**src/rtl/brid_alloc.sv**
```systemverilog
// Branch-snapshot id allocator between decode and rename: grants ids to branches in
// program order from a circular window, releases them at commit, truncates/flushes on redirect.
module brid_alloc #(
    parameter int dwd  = 4,
    parameter int cwd  = 4,
    parameter int brsz = 16
) (
    input  logic                     clk,
    input  logic                     rst,
    input  logic [dwd-1:0]           valid,
    input  logic [dwd-1:0]           branch,
    input  logic [dwd-1:0]           take,
    output logic [dwd-1:0]           grant,
    output logic [dwd*8-1:0]         brid,
    input  logic [cwd-1:0]           com_br,
    input  logic                     redir,
    input  logic [7:0]               redir_brid,
    output logic [6:0]               head,
    output logic [$clog2(brsz):0]    count,
    output logic                     full,
    output logic                     empty
);
    localparam int AW = $clog2(brsz);
    localparam int CW = AW + 1;

    logic [AW-1:0] head_reg, head_next;
    logic [AW-1:0] tail_reg, tail_next;
    logic [CW-1:0] count_reg, count_next;

    logic [dwd-1:0] alloc_bit;
    logic [AW-1:0]  slot_idx;
    logic [AW-1:0]  redir_idx;
    logic [AW-1:0]  mp_dist;
    logic           scan_ok;
    int             grant_n;
    int             alloc_n;
    int             rel_raw;
    int             rel_n;

    // In-order grant scan: the first slot that cannot proceed blocks every later slot.
    always_comb begin
        grant    = '0;
        brid     = '0;
        scan_ok  = !redir;
        grant_n  = 0;
        slot_idx = tail_reg;
        for (int i = 0; i < dwd; i++) begin
            if (scan_ok && valid[i] && (!branch[i] || (int'(count_reg) + grant_n < brsz))) begin
                grant[i] = 1'b1;
                if (branch[i]) begin
                    slot_idx         = tail_reg + AW'(grant_n);
                    brid[i*8 +: 8]   = {1'b1, 7'(slot_idx)};
                    grant_n          = grant_n + 1;
                end
            end else begin
                scan_ok = 1'b0;
            end
        end
    end

    for (genvar gi = 0; gi < dwd; gi++) begin : g_alloc
        assign alloc_bit[gi] = take[gi] & grant[gi] & branch[gi];
    end

    always_comb begin
        alloc_n = 0;
        for (int i = 0; i < dwd; i++) begin
            if (alloc_bit[i]) alloc_n = alloc_n + 1;
        end
        rel_raw = 0;
        for (int j = 0; j < cwd; j++) begin
            if (com_br[j]) rel_raw = rel_raw + 1;
        end
        rel_n = (rel_raw > int'(count_reg)) ? int'(count_reg) : rel_raw;
    end

    // Redirect distance is taken against the pre-commit head; commits still retire.
    assign redir_idx = redir_brid[AW-1:0];
    assign mp_dist   = redir_idx - head_reg;

    always_comb begin
        head_next  = head_reg + AW'(rel_n);
        tail_next  = tail_reg + AW'(alloc_n);
        count_next = count_reg + CW'(alloc_n) - CW'(rel_n);
        if (redir) begin
            if (redir_brid[7]) begin
                tail_next  = redir_idx + 1'b1;
                count_next = CW'(mp_dist) + CW'(1) - CW'(rel_n);
            end else begin
                tail_next  = head_next;
                count_next = '0;
            end
        end
    end

    always_ff @(posedge clk or negedge rst) begin
        if (!rst) begin
            head_reg  <= '0;
            tail_reg  <= '0;
            count_reg <= '0;
        end else begin
            head_reg  <= head_next;
            tail_reg  <= tail_next;
            count_reg <= count_next;
        end
    end

    assign head  = 7'(head_reg);
    assign count = count_reg;
    assign full  = (count_reg == CW'(brsz));
    assign empty = (count_reg == '0);

    always @(posedge clk) begin
        if (rst) begin
            assert ((take & ~grant) == '0)
                else $error("brid_alloc: take outside grant prefix");
            assert (rel_raw <= int'(count_reg))
                else $error("brid_alloc: commit releases more ids than live");
            if (redir && redir_brid[7]) begin
                assert (CW'(mp_dist) < count_reg && (redir_brid[6:0] >> AW) == 7'd0)
                    else $error("brid_alloc: mispredict id outside live window");
            end
        end
    end
endmodule

```
**config.mk**
```make
export PLATFORM = sky130hd
export DESIGN_NAME = brid_alloc
export DESIGN_NICKNAME = d
export VERILOG_FILES = /design/src/rtl/brid_alloc.sv
export SDC_FILE = /design/constraint.sdc
export NUM_CORES = 1
export LEC_CHECK = 0
export ABC_CLOCK_PERIOD_IN_PS = 4600
export BUFFER_PORTS_ARGS = -buffer_cell sky130_fd_sc_hd__buf_4
export CAP_MARGIN = 40
export CORE_ASPECT_RATIO = 1.75
export CORE_MARGIN = 2
export CORE_UTILIZATION = 49
export CTS_BUF_LIST = sky130_fd_sc_hd__clkbuf_2 sky130_fd_sc_hd__clkbuf_4 sky130_fd_sc_hd__clkbuf_8
export DETAILED_ROUTE_END_ITERATION = 10
export PLACE_DENSITY = 0.86
export SETUP_SLACK_MARGIN = 0.02
export SYNTH_ARGS = -nofsm -noshare
export SYNTH_HDL_FRONTEND = slang
export SYNTH_SLANG_ARGS = --single-unit
```
**constraint.sdc**
```tcl
create_clock -name clk -period 4.6 [get_ports clk]
set_input_delay 0.23 -clock clk [delete_from_list [all_inputs] [get_ports clk]]
set_output_delay 0.23 -clock clk [all_outputs]
set_load 0.05 [all_outputs]
```
==> out/results.txt, run 1 <==
Sequential area share after synthesis -> 0.127
Site row count -> 34
Distinct cells, synth -> 60
Post-layout min period -> 4650 ps
PwrDens -> 665 nW/um^2
CP startpoint kind -> flop
Reg area -> 330 um^2
Iter 0 DRT Violations -> 95
Worst path required time -> 4730 ps
Post-synthesis register bit count -> 13
Total CTS buffers -> 3
FMAX -> 215 MHz
Status -> finished, violations left
Worst VDD drop -> 0.000545 V
Number of flip-flops in the largest register -> 5
GPL Wtd Cong -> 0.896
Period utilization -> 1.01
Post-DR wirelength/cell -> 15.8 um
I/O pin cnt -> 77
Nets@finish -> 476
NetSw -> 1.21 mW
End of the worst register-to-register path -> count[3]$_DFF_PN0_
Fill cells -> 377
Reg2Reg Depth -> 17
Post-synthesis async set-or-reset flop share -> 1.00
All-Layer GR Usage -> 0.246
P_leak -> 1.80 nW
Clock power frac -> 0.048
Final setup fails -> 2
Endpoint class of the critical path -> flop
Global-route wire length before repair -> 11200 um
Min-delay src -> redir
GR Util met1 -> 0.224
Share of the synthesized area in the top cell type -> 0.195
Remaining DRCs -> 6
Top cells by area, synth -> ha_1 19%, dfrtp_1 13%, fa_1 7.0%, xor2_1 5.5%, inv_1 4.8%
Area delta synth->final -> 33.2%
Final Power -> 2.27 mW
GRT Residual Overflow -> 0
# port buffers -> 58
Antenna Nets Post-Route -> 0
Hold Path Depth -> 2
Cell area after synthesis -> 2570 um^2
Clk_skew -> 6.22 ps
Htree depth -> 1
Sw Share -> 0.531
Avg Synthesized Cell Area -> 8.45 um^2
Max Buffers Root-to-Sink -> 2
Internal -> 1.07 mW
Cell area after layout -> 3420 um^2
Vias in the first global route -> 2608
Unrepaired setup endpoints after global routing -> true
Failing checks -> design-rule violations, negative setup slack
Most common cell in the netlist -> ha_1
Global Route met2 Usage -> 0.471
Layout cells sized above 1 -> 0.366
Busiest grt layer -> met2
Comb pwr share -> 0.832
TritonRoute pass-1 iters -> 8
DP Area -> 3260 um^2
Vias -> 2525
Core ar. -> 5020 um^2
Max FO, Critical Path -> 4
DIE WIDTH -> 58.7 um
Clock sink count -> 13
Post-synth EDFFs -> 0
Reg power frac -> 0.121
Reg-to-reg critical path startpoint -> count[4]$_DFF_PN0_
CTS tree -> built
Maxcap violations -> 0
Kind of critical path -> flop to flop
Worst-Margin Slew -> 463 ps
Warnings, synthesis -> 0
Antenna Cells -> 0
Post-DP HPWL -> 5880 um
Cells after Synth -> 304
Clock root buffer -> clkbuf_8
TNS Setup -> -74.2 ps
WP data arrival -> 4780 ps
WL final -> 7140 um
Clock-pin slew on the worst setup and hold paths -> 60 ps
Leading area contributor after synthesis -> ha_1
Max Transition Viols Final -> 0
Final Hold Viols -> 0
R2r setup slk -> -50 ps
Die height -> 99.8 um
Final worst slack -> -49.8 ps
Top post-synthesis cells by count -> 40 x ha_1, 33 x inv_1, 20 x nor2_1
Vias per cell -> 5.57
Starting Density -> 0.512
Clk Latency, worst-skew pair -> 240 ps
Area of the die -> 5860 um^2
Hold endpoint -> count[4]$_DFF_PN0_
Met3 usage -> 0.0245
Largest net degree at the start of global routing -> 16
Worst min path class -> input port to flop
Multi-input gate area -> 2100 um^2
Slew headroom -> 0.683
Initial antenna violation count -> 0
Commonest register cell after synthesis -> dfrtp_1
-- routing by layer --
layer | wire (um) | up-vias
met1 | 2360 | 1181
met5 | 0 | -
met4 | 551 | 0
li1 | - | 1203
met2 | 3950 | 96
met3 | 276 | 45
-- how the worst max path moves through the flow --
stage	from	endpoint	slack (ps)	cells past startpoint
finish	count[4]$_DFF_PN0_	count[3]$_DFF_PN0_	-50	17
floorplan	count[4]$_DFF_PN0_	count[4]$_DFF_PN0_	-210	24
global placement	valid[0]	count[4]$_DFF_PN0_	-30	25
CTS	count[4]$_DFF_PN0_	count[4]$_DFF_PN0_	0.7	21
global route	count[4]$_DFF_PN0_	count[4]$_DFF_PN0_	-240	21
detailed placement	redir	count[4]$_DFF_PN0_	-190	21
-- through the flow --
stage	hold WS, ps	util	std cells	setup slack, ps
3_5_place_dp	88.5	0.649	439	-189
4_1_cts	248	0.673	449	0.695
5_1_grt	246	0.681	453	-240
6_report	244	0.681	453	-49.8
2_1_floorplan	-65.6	-	320	-212
3_3_place_gp	82.8	0.649	439	-25.5
-- cells in the final DEF, fill, tap and decap left out, drive strengths merged, types with 10 or more instances in the layout --
cell type and instances:
a21oi 17, and2 10, buf 97, conb 17, dfrtp 13, ha 40, inv 34, nand2 18
nand3 11, nor2 20, xnor2 13, xor2 16
-- worst max-delay path, cell delays in order, from the launching register on --
cell,delay [ps]
dfrtp_2,410
nand3b_1,280
a31o_1,310
a2111o_1,480
and3_4,200
xor2_2,150
ha_2,330
nand4_1,150
o31ai_1,390
nor3_2,110
xor2_1,150
buf_4,160
fa_1,460
ha_1,340
buf_4,170
a21oi_2,150
xor2_1,190
o22ai_1,100
-- cell type report --
| cell class | instances | area share |
|---|---|---|
| inverters | 35 | 0.0399 |
| clock buffers | 4 | 0.0143 |
| flip-flops and latches | 13 | 0.0966 |
| repair buffers | 98 | 0.216 |
| well taps | 54 | 0.0198 |
| multi-input cells | 249 | 0.614 |
-- power groups by stage --
stage               Combinational (mW)  Sequential (mW)  Clock [mW]
global placement                  1.69            0.273           0
finish                            1.89            0.274       0.109
floorplan                         1.14            0.399           0
detailed placement                1.78            0.275           0
CTS                               1.85            0.271       0.109
global route                      2.08            0.284       0.114
-- logic make-up after synthesis --
logic type | after synthesis | synth area share
adders and majority gates | 50 | 0.269
xor gates and xnor gates | 30 | 0.111
DFF | 13 | 0.127
muxes | 10 | 0.0404
other | 1 | 0.00146
buffers and inverters | 58 | 0.120
and+or+nand+nor | 87 | 0.185
AOI/OAI and AO/OA | 55 | 0.147
-- timing repair --
item	CTS	global route
resized for setup	4	4
hold buffers	1	0
pin swaps	7	2
setup endpoints to repair	3	4
setup buffers	5	4
hold endpoints to repair	13	0
Note: power is estimated with default switching activity, not from simulation.
==> inputs of run 2 (changes only) <==
- ABC_CLOCK_PERIOD_IN_PS: 4600 -> 5700
- CORE_UTILIZATION: 49 -> 55
- PLACE_DENSITY: 0.86 -> 0.9
- clock period: 4.6 -> 5.7 ns (I/O delays scaled with it)
==> run 2 against run 1 <==
Effect of this change: the flow now finishes without violations; sequential share of layout area rose by 1.0 points; maximum frequency fell by 12%; hold slack improved by 170 ps; die area decreased by 10%; register-to-register slack better by 460 ps; clock power decreased by 20%; non-clock buffer count down 34; largest cell class unchanged; highest routed layer unchanged; cell count down 8.2%; wire length shrank 12%; utilization grew 0.55 points; global-route usage rose by 0.87 points; critical path depth increased by 5.
==> out/results.txt, run 2 (synthesis gave the netlist of run 1 again) <==
TritonRoute pass-1 iters -> 6
Core ar. -> 4440 um^2
Vias per cell -> 5.75
Slowest-stage cell, CP -> dfrtp_1
# port buffers -> 58
Post-layout min period -> 5290 ps
Vias -> 2394
Clk Latency, worst-skew pair -> 240 ps
Period utilization -> 0.929
Clock-pin slew on the worst setup and hold paths -> 60 ps
DIE WIDTH -> 55.7 um
Number of flip-flops in the largest register -> 5
Multi-input gate area -> 2000 um^2
GPL Wtd Cong -> 0.895
GRT Residual Overflow -> 0
DP Area -> 2980 um^2
Final Hold Viols -> 0
Worst VDD drop -> 0.000403 V
Total CTS buffers -> 3
FMAX -> 189 MHz
Worst path required time -> 5820 ps
Antenna Nets Post-Route -> 0
Most common cell after layout, fill and taps aside -> buf_4
Final Power -> 1.65 mW
Most frequent cells in the layout -> 62 x buf_4, 40 x ha_1, 33 x inv_1, 20 x nor2_1, 18 x nand2_1
Site row count -> 32
Layout cells sized above 1 -> 0.247
Slew headroom -> 0.553
Cell area after layout -> 3050 um^2
Unrepaired setup endpoints after global routing -> false
Largest net degree at the start of global routing -> 18
Remaining DRCs -> 0
Maxcap violations -> 0
Status -> completed
CTS tree -> built
Die height -> 94.4 um
Post-DP HPWL -> 5300 um
Post-Route Utilization -> 0.687
TNS Setup -> 0 ps
WL final -> 6290 um
Max Buffers Root-to-Sink -> 2
Kind of critical path -> flop to flop
Post-CTS Setup Bufs -> 0
Clock root buffer -> clkbuf_8
CP startpoint kind -> flop
Vias in the first global route -> 2505
Clk_skew -> 2.82 ps
I/O pin cnt -> 77
WP buf/inv -> 2
Max FO, Critical Path -> 7
Fill cells -> 364
Post-DR wirelength/cell -> 15.1 um
Starting Density -> 0.578
Htree depth -> 1
Final setup fails -> 0
Endpoint class of the critical path -> flop
P_leak -> 1.65 nW
Delay-heaviest family, CP -> simple AND/OR/NAND/NOR gates
Global-route wire length before repair -> 10800 um
Fin Hold WS -> 410 ps
Nets@finish -> 442
PwrDens -> 539 nW/um^2
All-Layer GR Usage -> 0.255
Worst min path class -> input port to flop
Max Transition Viols Final -> 0
Antenna Cells -> 0
Clock sink count -> 13
Reg area -> 325 um^2
Initial antenna violation count -> 0
WP data arrival -> 5410 ps
Worst-Margin Slew -> 667 ps
Slowest cell delay on critical path -> 520 ps
Iter 0 DRT Violations -> 81
Area delta synth->final -> 18.9%
Area of the die -> 5250 um^2
Crit path cell chain -> nand2_1 > or3_4 > a31oi_1 > a2111o_1 > and2_4 > and3_2 > ha_1 > a21oi_1 > nor2_1 > nor2_1 > nand3_1 > nor3_1 > o31ai_1 > mux2_2 > fa_1 > inv_1 > fa_1 > inv_1 > a21o_1 > a21oi_1 > xnor2_1 > o22ai_1
==> run 2: through the flow <==
step	instances	setup slack [ps]
final	416	407
after CTS	415	467
after global routing	416	75.7
after global placement	410	555
after detailed placement	410	395
after floorplan	320	42.8
==> run 2: cell type report <==
type,count,area share
flip-flops and latches,13,0.107
clock buffers,4,0.0160
well taps,51,0.0209
inverters,35,0.0430
multi-input cells,249,0.654
repair buffers,64,0.160
==> run 2: repair_timing <==
item                                   in CTS  in global routing
endpoints found under the hold margin      13                  0
gates resized for setup                     0                  0
hold buffers                                1                  0
==> run 2: worst min-delay path, stage by stage <==
cell and delay (ps):
buf_4 150, nand3_1 90, o21ai_0 80
==> run 2: metal layers <==
metal / track usage / vias to the layer above / part of all wire
met5: 0 / - / 0
met2: 0.497 / 114 / 0.56
li1: - / 1132 / -
met1: 0.233 / 1111 / 0.33
met4: 0.203 / 0 / 0.067
met3: 0.0247 / 37 / 0.049
==> run 2: final timing paths <==
check | startpoint | to | slack [ps] | depth (start not counted)
max in group asynchronous | rst | head_reg[0]$_DFF_PN0_ | 5110 | 2
hold / removal | redir_brid[7] | count[0]$_DFF_PN0_ | 410 | 3
min in group asynchronous | rst | count[0]$_DFF_PN0_ | 420 | 2
setup / recovery | count[3]$_DFF_PN0_ | count[4]$_DFF_PN0_ | 410 | 22
setup reg to reg | count[3]$_DFF_PN0_ | count[4]$_DFF_PN0_ | 410 | 22
hold reg to reg | head_reg[0]$_DFF_PN0_ | head_reg[0]$_DFF_PN0_ | 590 | 1
==> run 2: power breakdown <==
| part | total [mW] | internal [mW] | leakage, nW | switching (mW) |
|---|---|---|---|---|
| registers | 0.241 | 0.147 | 0.154 | 0.0938 |
| logic | 1.32 | 0.545 | 1.47 | 0.773 |
| clock network | 0.0867 | 0.0541 | 0.0262 | 0.0326 |
==> inputs of run 3 (changes only) <==
- ABC_AREA: default -> 1
- PLACE_DENSITY: 0.9 -> 0.91
==> run 3 against run 2 <==
Effect of this change: total power shrank 8.9%; clock power is essentially flat; largest cell class unchanged; sequential cell count is the same; via count shrank 4.3%; register-to-register slack gained 160 ps; highest routed layer unchanged; utilization shrank 0.72 points; count of clock-buffer cells in the layout is the same; critical endpoint unchanged.
==> out/results.txt, run 3 <==
Leading area contributor after synthesis -> ha_1
Cells after Synth -> 324
Largest net degree at the start of global routing -> 14
Layout cells sized above 1 -> 0.253
Total CTS buffers -> 3
Hold endpoint -> count[3]$_DFF_PN0_
Vias -> 2290
Unrepaired setup endpoints after global routing -> false
Vias in the first global route -> 2270
Fill cells -> 368
Cell mode on critical path -> inv_1
PwrDens -> 505 nW/um^2
Starting Density -> 0.563
Clock sink count -> 13
Clock-pin slew on the worst setup and hold paths -> 60 ps
Top cells by area, synth -> ha_1 20%, dfrtp_1 13%, inv_1 8.4%, nand2_1 7.9%, fa_1 7.3%
Remaining DRCs -> 0
Core ar. -> 4360 um^2
Slowest cell delay on critical path -> 520 ps
Maxcap violations -> 0
Cell area after synthesis -> 2460 um^2
Fin Hold WS -> 319 ps
Most common cell in the netlist -> inv_1
Pre-CTS setup slack -> 356 ps
Sequential area share after synthesis -> 0.132
End of the worst register-to-register path -> count[4]$_DFF_PN0_
Htree depth -> 1
Vias per cell -> 5.22
I/O pin cnt -> 77
DP Area -> 2900 um^2
Die height -> 92.4 um
Worst-Margin Slew -> 823 ps
Min-delay src -> redir_brid[7]
Reg area -> 325 um^2
Status -> completed
# port buffers -> 58
Initial antenna violation count -> 0
Final Hold Viols -> 0
Post-synthesis async set-or-reset flop share -> 1.00
Worst path required time -> 5860 ps
Most frequent cells in the layout -> 59 x buf_4, 55 x inv_1, 52 x nand2_1, 40 x ha_1, 29 x nor2_1
Post-DR wirelength/cell -> 13.0 um
Clock root buffer -> clkbuf_8
Top post-synthesis cells by count -> 55 x inv_1, 52 x nand2_1, 40 x ha_1
Antenna Nets Post-Route -> 0
Clk_skew -> 3.28 ps
Number of flip-flops in the largest register -> 5
Kind of critical path -> flop to flop
CTS tree -> built
Hold Path Depth -> 3
FMAX -> 195 MHz
Worst VDD drop -> 0.000421 V
Post-synth EDFFs -> 0
Warnings, synthesis -> 0
Final worst slack -> 563 ps
Iter 0 DRT Violations -> 40
All-Layer GR Usage -> 0.247
Antenna Cells -> 0
DIE WIDTH -> 54.5 um
Max Transition Viols Final -> 0
Distinct cells, synth -> 43
Reg2Reg Depth -> 33
Post-synthesis register bit count -> 13
WP data arrival -> 5290 ps
Commonest register cell after synthesis -> dfrtp_1
Most common cell after layout, fill and taps aside -> buf_4
TritonRoute pass-1 iters -> 4
Clk Latency, worst-skew pair -> 240 ps
Post-CTS Setup Bufs -> 0
Max FO, Critical Path -> 7
Period utilization -> 0.901
Share of the synthesized area in the top cell type -> 0.204
Area delta synth->final -> 20.7%
Nets@finish -> 465
Endpoint class of the critical path -> flop
WL final -> 5700 um
Final Power -> 1.50 mW
Post-layout min period -> 5140 ps
Global-route wire length before repair -> 9390 um
Max Buffers Root-to-Sink -> 2
Post-DP HPWL -> 4980 um
R2r setup slk -> 560 ps
Worst min path class -> input port to flop
P_leak -> 1.71 nW
CP startpoint kind -> flop
Cell area after layout -> 2970 um^2
Avg Synthesized Cell Area -> 7.58 um^2
Final setup fails -> 0
Reg-to-reg critical path startpoint -> count[4]$_DFF_PN0_
Slowest-stage cell, CP -> fa_1
GPL Wtd Cong -> 0.878
Site row count -> 32
TNS Setup -> 0 ps
Slew headroom -> 0.445
GRT Residual Overflow -> 0
Multi-input gate area -> 1840 um^2
Area of the die -> 5040 um^2
[run 3: kinds of logic after synthesis]
group	after synthesis	share of synthesized area
flip-flops	13	0.132
AND/OR/NAND/NOR	124	0.271
XOR/XNOR	23	0.0820
buffers and inverters	78	0.147
AO/OA/AOI/OAI	36	0.0891
adder cells (fa/ha/maj)	49	0.277
other	1	0.00153
[run 3: area by class of cell]
class / instances / share of cell area
clock buffer: 4 / 0.0164
inverter: 62 / 0.0801
multi-input combinational: 249 / 0.620
sequential: 13 / 0.110
tap: 51 / 0.0215
timing repair buffer: 60 / 0.153
[run 3: metrics by stage]
stage / cells / utilization
final: 439 / 0.680
after global routing: 439 / 0.680
after CTS: 439 / 0.678
after detailed placement: 434 / 0.665
after global placement: 434 / 0.665
after floorplan: 340 / -
[run 3: worst max-delay path, delay by kind of cell, from the launching register on]
kind,cells,cell delay (ps)
compound gates,6,770
xor+xnor,1,240
fa+ha+maj,4,1490
buf+inv,6,600
flops,1,370
simple gates,16,1550
[run 3: power by group]
group | switching (mW) | total [mW] | internal (mW)
clock | 0.0328 | 0.0869 | 0.0541
combinational | 0.741 | 1.19 | 0.447
sequential | 0.0781 | 0.224 | 0.146
total | 0.852 | 1.50 | 0.646
[run 3: how the worst max path moves through the flow]
stage,startpoint,end,slack [ps],cells after the start
floorplan,count[4]$_DFF_PN0_,count[4]$_DFF_PN0_,90,31
global placement,redir,count[4]$_DFF_PN0_,480,32
detailed placement,redir,count[4]$_DFF_PN0_,360,33
CTS,count[4]$_DFF_PN0_,count[4]$_DFF_PN0_,400,32
global route,count[4]$_DFF_PN0_,count[4]$_DFF_PN0_,80,33
finish,count[4]$_DFF_PN0_,count[4]$_DFF_PN0_,560,33
[run 3: what timing repair did]
item	CTS	global route
resized for setup	0	2
hold endpoints to repair	13	0
hold buffers	1	0
endpoints found under the setup margin	0	1
[run 3: metal layers]
metal  global-route usage  part of all wire
met1                0.236              0.34
met2                0.485              0.59
met3               0.0258             0.037
met4                0.104             0.039
met5                    0                 0
